[config.mk]
export PLATFORM = sky130hd
export DESIGN_NAME = lfsr_burst_ctrl
export DESIGN_NICKNAME = d
export VERILOG_FILES = /design/src/rtl/lfsr_burst_ctrl.sv
export SDC_FILE = /design/constraint.sdc
export NUM_CORES = 1
export LEC_CHECK = 0
export ABC_AREA = 0
export BUFFER_PORTS_ARGS = -buffer_cell sky130_fd_sc_hd__buf_2
export CAP_MARGIN = 0
export CORE_MARGIN = 3
export CORE_UTILIZATION = 50
export CTS_BUF_LIST = sky130_fd_sc_hd__clkbuf_8
export DETAILED_ROUTE_END_ITERATION = 10
export PLACE_DENSITY = 0.76
export SLEW_MARGIN = 20
export SYNTH_ARGS = -nofsm -noshare
export SYNTH_HDL_FRONTEND = slang
export SYNTH_SLANG_ARGS = --single-unit
[constraint.sdc]
create_clock -name clk -period 2.3 [get_ports clk]
set_clock_uncertainty 0.1 [all_clocks]
set_input_delay 0.345 -clock clk [delete_from_list [all_inputs] [get_ports clk]]
set_output_delay 0.345 -clock clk [all_outputs]
set_load 0.01 [all_outputs]
[src/rtl/lfsr_burst_ctrl.sv]
// lfsr_burst_ctrl: burst sequencer around an 8-bit Fibonacci PRBS register.
// A host loads a seed and a burst length. The block then streams that many
// PRBS bytes over a valid/ready interface and pulses done once at the end.
// The PRBS state persists across bursts, so each new burst continues the
// sequence where the previous one stopped.
module lfsr_burst_ctrl #(
    parameter logic [7:0]  RESET_SEED = 8'h01,
    parameter int unsigned LEN_W      = 8
) (
    input  logic             clk,
    input  logic             rst,
    input  logic             seed_we,
    input  logic [7:0]       seed,
    input  logic             start,
    input  logic [LEN_W-1:0] len,
    input  logic             abort,
    output logic [7:0]       out_data,
    output logic             out_valid,
    input  logic             out_ready,
    output logic             busy,
    output logic             done,
    output logic             err_seed
);

    // The count is one bit wider than len, so that a len of 0 can encode
    // a full burst of 2**LEN_W words.
    localparam int unsigned CNT_W = LEN_W + 1;

    typedef enum logic [1:0] {
        IDLE = 2'd0,
        RUN  = 2'd1,
        FIN  = 2'd2
    } state_t;

    state_t           state_q, state_d;
    logic [7:0]       s_q, s_d;
    logic [CNT_W-1:0] cnt_q, cnt_d;
    logic             err_q, err_d;

    // Fibonacci taps 8,6,5,4 (x^8+x^6+x^5+x^4+1). This polynomial is maximal
    // length, so the register never leaves the set of nonzero states.
    function automatic logic [7:0] prbs_step(input logic [7:0] v);
        return {v[4] ^ v[3] ^ v[2] ^ v[0], v[7:1]};
    endfunction

    // State register: asynchronous reset back to the idle/reset-seed state.
    always_ff @(posedge clk or posedge rst) begin
        if (rst) begin
            state_q <= IDLE;
            s_q     <= RESET_SEED;
            cnt_q   <= '0;
            err_q   <= 1'b0;
        end else begin
            // NOTE: non-blocking assignments here, so every register samples
            // the values from before the edge, whatever the statement order.
            state_q <= state_d;
            s_q     <= s_d;
            cnt_q   <= cnt_d;
            err_q   <= err_d;
        end
    end

    // Next-state logic. abort takes priority over seed writes, start and the handshake.
    always_comb begin
        // NOTE: every variable gets its hold value first. Any path that does
        // not assign it again then keeps the value, and no latch is inferred.
        state_d = state_q;
        s_d     = s_q;
        cnt_d   = cnt_q;
        err_d   = err_q;

        if (abort) begin
            state_d = IDLE;
        end else begin
            unique case (state_q)
                IDLE: begin
                    // The seed is applied before start, so a burst started
                    // in the same cycle begins with the new seed.
                    if (seed_we) begin
                        if (seed != 8'h00) begin
                            s_d   = seed;
                            err_d = 1'b0;
                        end else begin
                            err_d = 1'b1;
                        end
                    end
                    if (start) begin
                        cnt_d   = (len == '0) ? {1'b1, {LEN_W{1'b0}}}
                                              : {1'b0, len};
                        state_d = RUN;
                        // A rejected zero seed in the same cycle keeps err_seed set.
                        if (!seed_we) begin
                            err_d = 1'b0;
                        end
                    end
                end
                RUN: begin
                    // out_valid is 1 throughout RUN, so the handshake
                    // reduces to out_ready.
                    if (out_ready) begin
                        s_d   = prbs_step(s_q);
                        cnt_d = cnt_q - CNT_W'(1);
                        if (cnt_q == CNT_W'(1)) begin
                            state_d = FIN;
                        end
                    end
                end
                FIN: begin
                    state_d = IDLE;
                end
                default: begin
                    state_d = IDLE;
                end
            endcase
        end
    end

    // Outputs are decoded from registers only, so none depend on the inputs.
    always_comb begin
        out_data  = s_q;
        out_valid = (state_q == RUN);
        busy      = (state_q == RUN);
        done      = (state_q == FIN);
        err_seed  = err_q;
    end

endmodule

-- After elaboration in Yosys (flattened, before gate mapping)
Cells that the tools add are included.
- word-level logic and storage cells: 44
- register bits after elaboration: 20
- memories: 0
- memory bits (writable): 0
- latch bits: 0
- ROM bits: 0
- reduce and logical (&&, ||, !) cells: 8
- muxes and demuxes: 17
- $mul: 0
- add/sub/neg operators: 1
- div/mod/pow operators: 0
- eq/ne operators: 10
- bitwise logic cells: 4
- magnitude comparators: 0
- shift-type cells: 0
- operators with widths (kind ; number):
    $mux 9 ; 3
    $mux 8 ; 3
    $pmux 9 s2 ; 1
    $pmux 8 s2 ; 1
    $eq 9x1->1 const B ; 1
    $sub 9x1->9 const B ; 1
    $logic_not 8->1 ; 1
    $mux 2 ; 4
    $ne 2x2->1 const B ; 4
    $reduce_bool 8->1 ; 1
    $ne 3x3->1 const B ; 2
    $reduce_and 5->1 ; 1
    $mux 1 ; 4
    $pmux 2 s2 ; 1
    $reduce_and 4->1 ; 1
    $ne 3x2->1 const B ; 1
    $reduce_and 3->1 ; 1
    $xor 1x1->1 ; 3
    $eq 2x1->1 const B ; 1
    $eq 2x2->1 const B ; 1
    $logic_not 2->1 ; 1
    $reduce_and 2->1 ; 1
    $reduce_bool 2->1 ; 1
    $not 1->1 ; 1

-- Longest topological paths before layout
Gate-level depths: netlist (run 1).
- depth after elaboration: 5
- depth in mapped cells: 7
- gate-level depth less buffers: 6

-- Worst setup path after synthesis (run 1)
OpenSTA, ideal clock, no wires.
- path type: register to register
- from: register cnt_q[0]
- to: register cnt_q[8]
- cell stages (with the launch flop): 7
- arrival: 1.575 ns
- slack: 0.496 ns
- data required time: 2.071 ns
- setup time: 0.129 ns
- cells stage by stage: dfrtp_1 > inv_1 > ha_1 > or3b_2 > o31a_1 > o21ai_0 > o21ai_0
- longest elaborated chain between the ends: 3
- ends and longest elaborated chain (item ; RTL line ; text):
    from (decl) ; 37 ; logic [CNT_W-1:0] cnt_q, cnt_d;
    from (signal assigned) ; 58 ; cnt_q <= cnt_d;
    $sub 9x1->9 ; 102 ; cnt_d = cnt_q - CNT_W'(1);
    $mux 9 ; 100 ; if (out_ready) begin
    $pmux 9 s2 ; 75 ; unique case (state_q)
No other way between the ends. The select of a mux whose other input is x is not followed.
A chain may end at the register's enable or synchronous reset.

-- Final worst setup path (run 1)
Same ends and word-level chain as after synthesis.

==> results of run 1 <==
## how the worst max path moves through the flow
stage / depth (start not counted) / start / slack (ns) / to
after floorplan: 6 / cnt_q[0] / 0.50 / cnt_q[8]
after global placement: 6 / cnt_q[0] / 0.38 / cnt_q[8]
after detailed placement: 6 / cnt_q[0] / 0.30 / cnt_q[8]
after CTS: 6 / cnt_q[0] / 0.28 / cnt_q[8]
after global routing: 6 / cnt_q[0] / 0.19 / cnt_q[8]
final: 6 / cnt_q[0] / 0.27 / cnt_q[8]
## layout make-up
type,instances,area (um2)
sequential,20,502
fill,204,817
timing repair buffer,34,173
multi-input combinational,103,654
clock buffer,4,55.1
tap,28,35.0
inverter,5,18.8
## stage by stage
| step | cell area [um2] | util (%) | setup slack [ns] |
|---|---|---|---|
| floorplan | 1210 | - | 0.496 |
| CTS | 1440 | 63.8 | 0.282 |
| global route | 1440 | 63.8 | 0.193 |
| global placement | 1380 | 61.3 | 0.382 |
| finish | 1440 | 63.8 | 0.268 |
| detailed placement | 1380 | 61.3 | 0.299 |
## synth_stat cells, types with 3 or more instances
library cell / number / area, um2
mux2_2: 8 / 90.1
xnor2_1: 3 / 26.3
or4_1: 3 / 22.5
nand2_1: 23 / 86.3
nor4_1: 3 / 18.8
o21ai_0: 14 / 70.1
dfrtp_1: 19 / 475
inv_1: 5 / 18.8
nor2_1: 11 / 41.3
buf_2: 3 / 15.0
nor3_1: 4 / 20.0
a21oi_1: 8 / 40.0
clkbuf_1: 3 / 11.3
or3_1: 3 / 18.8
## logic make-up (layout without fill, tap and decap cells)
logic type,Yosys count,in the layout,synth area share (%)
mux,9,9,8.28
xor+xnor,3,3,2.17
buf+inv,12,43,4.35
fa+ha+maj,2,2,2.07
compound gates,33,33,18.5
simple gates,56,56,23.1
flops,20,20,41.5
## routing by layer
metal	vias up	GRT usage (%)	wire, um
li1	542	-	-
met1	507	24.2	1200
met2	29	33.1	1320
met3	4	3.49	130
met4	0	9.31	37
met5	-	0	0
## power groups by stage
stage | Sequential, uW | Clock, uW | Combinational (uW)
floorplan | 529 | 0 | 238
global placement | 519 | 0 | 357
detailed placement | 526 | 0 | 366
CTS | 520 | 278 | 368
global route | 531 | 292 | 413
finish | 520 | 274 | 366
## placed cells by master, fill, tap and decap left out, types with 2 or more instances in the layout
cell type and count:
nor3_1 4, o31a_1 2, nand2b_1 2, nor2_1 11, or4_1 3, a21oi_1 8
nand2_1 23, inv_1 5, dfrtp_1 19, or3_1 3, buf_2 33, nor3b_1 2
xnor2_1 3, mux2_2 8, ha_1 2, clkbuf_8 4, o21ai_0 14, nor4_1 3
o2bb2ai_1 2, a22oi_1 2
## registers in the layout (all words and copies together), names as in the netlist
signal,count
cnt_q,9
out_data,8
err_seed,1
state_q,2
## worst max-delay path, cell delays in order, from the launching register on
cell and delay, ns:
dfrtp_1 0.42, inv_1 0.10, ha_1 0.19, or3b_2 0.53, o31a_1 0.31, o21ai_0 0.14
o21ai_0 0.11
==> flow_summary.json, run 1 <==
{
  "status": "finished clean",
  "via_per_inst": 5.58,
  "drtAntennaViolNets": 0,
  "drive_gt1_share_pct": 30.7,
  "clk_pin_slew_ns": 0.08,
  "layout.nets": 191,
  "drt_first_iter_violations": 13,
  "yosysUniqueCellTypes": 33,
  "setup_viol": 0,
  "grt_max_degree": 27,
  "num_antenna_cells": 0,
  "grt_overflow": 0,
  "maxSlewViolCount": 0,
  "io_pins": 34,
  "power_leakage_uw": 0.000671,
  "core_area_mm2": 0.00225,
  "ys_seq_elements": 20,
  "start_util_pct": 53.6,
  "antenna_found_initial": 0,
  "vdd_ir_drop_max_v": 0.000627,
  "cts.sinks": 20,
  "path_max_fanout": 5,
  "dp_hpwl_um": 2010,
  "gp_congestion": 0.804,
  "syn_area_mm2": 0.00121,
  "rr_worst_depth": 6,
  "hold_viol": 0,
  "grt_usage_pct": 19.7,
  "num_rows": 17,
  "post-cts-setup-buffer-count": 0,
  "pwr-share-clk_pct": 23.6,
  "num_vias": 1082,
  "p_switching_uw": 393,
  "post-place-cells": 190,
  "postSynthAreaPerCell_um2": 8.95,
  "power.share.combinational_pct": 31.6,
  "rsz0062_at_grt": "no",
  "numCtsBuffers": 3,
  "drc": 0,
  "syn-num-nets": 159,
  "rrSetupSlack_ns": 0.27,
  "p_int_uw": 768,
  "ys_seq_area_share_pct": 41.5,
  "max_slew_margin_pct": 48.7,
  "die_area_mm2": 0.00304,
  "routed_wl_um": 2690,
  "cp_data_arrival_time_ns": 2.05,
  "final_cells": 194,
  "die_height_um": 55.2,
  "grt_first_pass_wirelength_um": 4210,
  "maxCapViolCount": 0,
  "r2r_start": "cnt_q[0]",
  "first_pass_iters": 4,
  "p_total_uw": 1160,
  "worst_slew_pin_slew_ns": 0.769,
  "swShare_pct": 33.8,
  "cts_tree": "done",
  "hold_buffers": 0,
  "power-per-cell-area_mw_per_mm2": 807,
  "cp.required_ns": 2.32,
  "htreeDepth": 1,
  "area_growth_pct": 18.9,
  "criticalPathCategory": "reg2reg",
  "start_kind": "flip-flop",
  "synth_warnings": 0,
  "finalCriticalPeriod_ns": 2.03,
  "clock.fmax_mhz": 492,
  "portBuffers": 33,
  "holdWs_ns": 0.109,
  "netlist_instances": 135,
  "setup_tns_ns": 0,
  "dieWidth_um": 55.2,
  "fin_crit_sh_pct": 88.3,
  "p_seq_share_pct": 44.8,
  "grt_pass1_vias": 974,
  "cts_resized": 0,
  "synth_ff_type": "dfrtp_1",
  "clk-insertion-delay-late_ns": 0.26,
  "synth_edf_count": 0,
  "reg2reg_to": "cnt_q[8]",
  "cp-end-kind": "flip-flop",
  "cts_buffer_depth": 2,
  "synthArstFlopShare_pct": 100,
  "hold_class": "in2async",
  "cts_root_buffer": "clkbuf_8",
  "routedWlPerCell_um": 13.9
}
(Power assumes the default switching activity.)
==> run 2: changes to the inputs <==
ABC_CLOCK_PERIOD_IN_PS = 2300   (was not set)
RECOVER_POWER = 50   (was not set)
==> run 2 against run 1 <==
Compared with the run above: utilization fell by 0.33 points; non-clock buffer count did not move; via count rose by 2.1%; global-route usage did not move; flip-flop and latch count did not move; critical path type unchanged; highest routed layer unchanged.
==> flow_summary.json, run 2 (synthesis results as in run 1) <==
{
  "status": "finished clean",
  "drt_first_iter_violations": 12,
  "num_rows": 17,
  "criticalPathCategory": "reg2reg",
  "cts_buffer_depth": 2,
  "area_growth_pct": 18.3,
  "cp.required_ns": 2.32,
  "dieWidth_um": 55.2,
  "path_max_fanout": 5,
  "largest-register": "cnt_q",
  "largest_reg_flops": 9,
  "power_leakage_uw": 0.000652,
  "cp_common_cell": "o21ai_0",
  "power-per-cell-area_mw_per_mm2": 806,
  "drc": 0,
  "maxSlewViolCount": 0,
  "io_pins": 34,
  "clk_pin_slew_ns": 0.08,
  "rsz0062_at_grt": "no",
  "fin_crit_sh_pct": 88.1,
  "drive_gt1_share_pct": 27.1,
  "finalCriticalPeriod_ns": 2.03,
  "layout_commonest_cell": "buf_2",
  "cts.sinks": 20,
  "routed_wl_um": 2700,
  "final_cell_mix": "buf_2 (27), nand2_1 (23), dfrtp_1 (19)",
  "grt_max_degree": 27,
  "final_cells": 194,
  "max_slew_margin_pct": 48.6,
  "post-cts-setup-buffer-count": 0,
  "hold_buffers": 0,
  "path_cells": "inv_1 -> ha_1 -> or3b_2 -> o31a_1 -> o21ai_0 -> o21ai_0",
  "routedWlPerCell_um": 13.9,
  "setup_viol": 0,
  "gp_congestion": 0.804,
  "start_kind": "flip-flop",
  "post-place-cells": 190,
  "maxCapViolCount": 0,
  "start_util_pct": 53.6,
  "clock.fmax_mhz": 493,
  "antenna_found_initial": 0,
  "vdd_ir_drop_max_v": 0.000626,
  "htreeDepth": 1,
  "worst_slew_pin_slew_ns": 0.771,
  "dp_hpwl_um": 2010,
  "layout.nets": 191,
  "portBuffers": 33,
  "cts_tree": "done",
  "grt_usage_pct": 19.7,
  "clk-insertion-delay-late_ns": 0.26,
  "drtAntennaViolNets": 0,
  "crit_slowest_cell": "or3b_2",
  "num_vias": 1105,
  "num_antenna_cells": 0,
  "cp_data_arrival_time_ns": 2.05,
  "grt_first_pass_wirelength_um": 4210,
  "cp-end-kind": "flip-flop",
  "setup_tns_ns": 0,
  "p_total_uw": 1150,
  "via_per_inst": 5.70,
  "worst_path_largest_cell_delay_ns": 0.53,
  "core_area_mm2": 0.00225,
  "first_pass_iters": 4,
  "die_height_um": 55.2,
  "numCtsBuffers": 3,
  "cts_root_buffer": "clkbuf_8",
  "cts_resized": 0,
  "hold_class": "in2async",
  "grt_overflow": 0,
  "grt_pass1_vias": 974,
  "die_area_mm2": 0.00304,
  "hold_viol": 0
}
==> run 2: power breakdown <==
part / total, uW / internal, uW / switching, uW
Clock: 272 / 152 / 120
Combinational: 359 / 171 / 189
Sequential: 521 / 437 / 84.1
==> run 2: metrics by stage <==
stage | hold slack [ns] | util [%] | setup WS [ns] | area, um2
final | 0.113 | 63.4 | 0.274 | 1430
after global routing | 0.176 | 63.4 | 0.193 | 1430
after CTS | 0.140 | 63.8 | 0.282 | 1440
after detailed placement | 0.382 | 61.3 | 0.299 | 1380
after global placement | 0.371 | 61.3 | 0.382 | 1380
after floorplan | 0.208 | - | 0.496 | 1210
==> run 2: path summary, 6_finish.rpt <==
kind	startpoint	endpoint	slack, ns	cells past startpoint
worst max-delay path	cnt_q[0]	cnt_q[8]	0.27	6
worst min-delay path	rst	state_q[0]	0.11	2
worst max register to register	cnt_q[0]	cnt_q[8]	0.27	6
worst min register to register	err_seed	err_seed	0.40	1
max in group asynchronous	rst	out_data[6]	1.51	2
min in group clk	abort	state_q[1]	0.24	2
==> run 2: per-layer routing <==
layer | part of all wire, % | vias up | GRT usage [%]
met5 | 0 | - | 0
met4 | 1.2 | 0 | 9.31
met3 | 4.3 | 4 | 3.49
met2 | 50 | 28 | 33.1
met1 | 45 | 528 | 24.2
li1 | - | 545 | -
==> run 2: area by class of cell <==
cell class / instances / area [um2]
multi-input combinational: 103 / 654
timing repair buffer: 34 / 165
sequential: 20 / 502
clock buffer: 4 / 55.1
tap: 28 / 35.0
inverter: 5 / 18.8
fill: 207 / 825
==> run 2: worst max-delay path: cells and delay by family (launching register included) <==
family	cells	cell delay [ns]
fa+ha+maj	1	0.19
flops	1	0.42
buf+inv	1	0.09
compound gates	3	0.56
simple gates	1	0.53
==> run 3: changes to the inputs <==
MAX_ROUTING_LAYER = met4   (was not set)
==> run 3 against run 2 <==
Compared with the run above: largest cell class unchanged; sequential power hardly changed; first-iteration DRC count grew 25%; count of clock-buffer cells in the layout unchanged; flip-flop and latch count unchanged; utilization unchanged; largest power group unchanged.
==> flow_summary.json, run 3 (synthesis results as in run 1) <==
{
  "cts_buffer_depth": 2,
  "setup_viol": 0,
  "drt_first_iter_violations": 15,
  "power.share.combinational_pct": 31.2,
  "power_leakage_uw": 0.000652,
  "via_per_inst": 5.72,
  "pwr-share-clk_pct": 23.6,
  "cp-end-kind": "flip-flop",
  "r2r_start": "cnt_q[0]",
  "antenna_found_initial": 0,
  "gp_congestion": 0.815,
  "swShare_pct": 34.0,
  "numCtsBuffers": 3,
  "crit_slowest_cell": "or3b_2",
  "num_vias": 1110,
  "hold_viol": 0,
  "reg2reg_to": "cnt_q[8]",
  "grt_first_pass_wirelength_um": 4210,
  "p_seq_share_pct": 45.2,
  "num_antenna_cells": 0,
  "post-cts-setup-buffer-count": 0,
  "hold_buffers": 0,
  "die_height_um": 55.2,
  "setup_tns_ns": 0,
  "grt_usage_pct": 20.2,
  "clock.fmax_mhz": 494,
  "start_util_pct": 53.6,
  "maxCapViolCount": 0,
  "hold_class": "in2async",
  "layout_commonest_cell": "buf_2",
  "fin_crit_sh_pct": 88.1,
  "cp_data_arrival_time_ns": 2.05,
  "cp.required_ns": 2.32,
  "post-place-cells": 190,
  "rr_worst_depth": 6,
  "cts.sinks": 20,
  "routed_wl_um": 2690,
  "path_max_fanout": 5,
  "dieWidth_um": 55.2,
  "dp_hpwl_um": 2010,
  "portBuffers": 33,
  "htreeDepth": 1,
  "cts_resized": 0,
  "grt_pass1_vias": 974,
  "fin_util_pct": 63.4,
  "worst_path_largest_cell_delay_ns": 0.53,
  "layout.nets": 191,
  "drtAntennaViolNets": 0,
  "die_area_mm2": 0.00304,
  "vdd_ir_drop_max_v": 0.000625,
  "worst_slew_pin_slew_ns": 0.772,
  "rsz0062_at_grt": "no",
  "rrSetupSlack_ns": 0.27,
  "area_growth_pct": 18.3,
  "final_cells": 194,
  "io_pins": 34,
  "first_pass_iters": 4,
  "cp_common_cell": "o21ai_0",
  "grt_max_degree": 27,
  "path_cells": "inv_1 -> ha_1 -> or3b_2 -> o31a_1 -> o21ai_0 -> o21ai_0",
  "cts_root_buffer": "clkbuf_8",
  "routedWlPerCell_um": 13.9,
  "max_slew_margin_pct": 48.5,
  "clk_pin_slew_ns": 0.08,
  "power-per-cell-area_mw_per_mm2": 805,
  "status": "finished clean",
  "cts_tree": "done",
  "start_kind": "flip-flop",
  "p_int_uw": 760,
  "num_rows": 17,
  "clk-insertion-delay-late_ns": 0.26,
  "finalCriticalPeriod_ns": 2.03,
  "final_cell_mix": "buf_2 (27), nand2_1 (23), dfrtp_1 (19)",
  "largest_reg_flops": 9,
  "drc": 0,
  "grt_overflow": 0,
  "maxSlewViolCount": 0,
  "drive_gt1_share_pct": 27.1,
  "largest-register": "cnt_q",
  "p_switching_uw": 392,
  "criticalPathCategory": "reg2reg",
  "core_area_mm2": 0.00225
}
-- run 3: how the worst max path moves through the flow --
| stage | startpoint | depth (start not counted) | end |
|---|---|---|---|
| after floorplan | cnt_q[0] | 6 | cnt_q[8] |
| after detailed placement | cnt_q[0] | 6 | cnt_q[8] |
| after global routing | cnt_q[0] | 6 | cnt_q[8] |
| final | cnt_q[0] | 6 | cnt_q[8] |
| after CTS | cnt_q[0] | 6 | cnt_q[8] |
| after global placement | cnt_q[0] | 6 | cnt_q[8] |
-- run 3: metrics by stage --
stage	cell area [um2]	setup slack, ns	total power (uW)	hold slack (ns)
floorplan	1210	0.496	767	0.208
global placement	1380	0.382	876	0.371
detailed placement	1380	0.299	892	0.382
CTS	1440	0.282	1170	0.140
global route	1430	0.193	1230	0.176
finish	1430	0.274	1150	0.114
-- run 3: area by class of cell --
class | count | area [um2]
Inverter | 5 | 18.8
Tap cell | 28 | 35.0
Multi-Input combinational cell | 103 | 654
Timing Repair Buffer | 34 | 165
Sequential cell | 20 | 502
Clock buffer | 4 | 55.1
Fill cell | 207 | 825
-- run 3: power groups by stage --
stage	sequential [uW]	clock [uW]	combinational, uW
2_1_floorplan	529	0	238
3_3_place_gp	519	0	357
3_5_place_dp	526	0	366
4_1_cts	520	278	368
5_1_grt	532	292	406
6_report	521	271	359
-- run 3: worst max-delay path: cells and delay by family (launching register included) --
kind            cells  cell delay (ns)
compound gates      3             0.56
buf+inv             1             0.09
flops               1             0.42
simple gates        1             0.53
fa+ha+maj           1             0.19
-- run 3: layer usage --
metal	up-vias	GRT usage (%)	wire length (um)
met1	533	24.2	1190
met5	-	-	0
met3	2	3.49	126
met4	0	9.31	27
met2	29	33.1	1350
li1	546	-	-
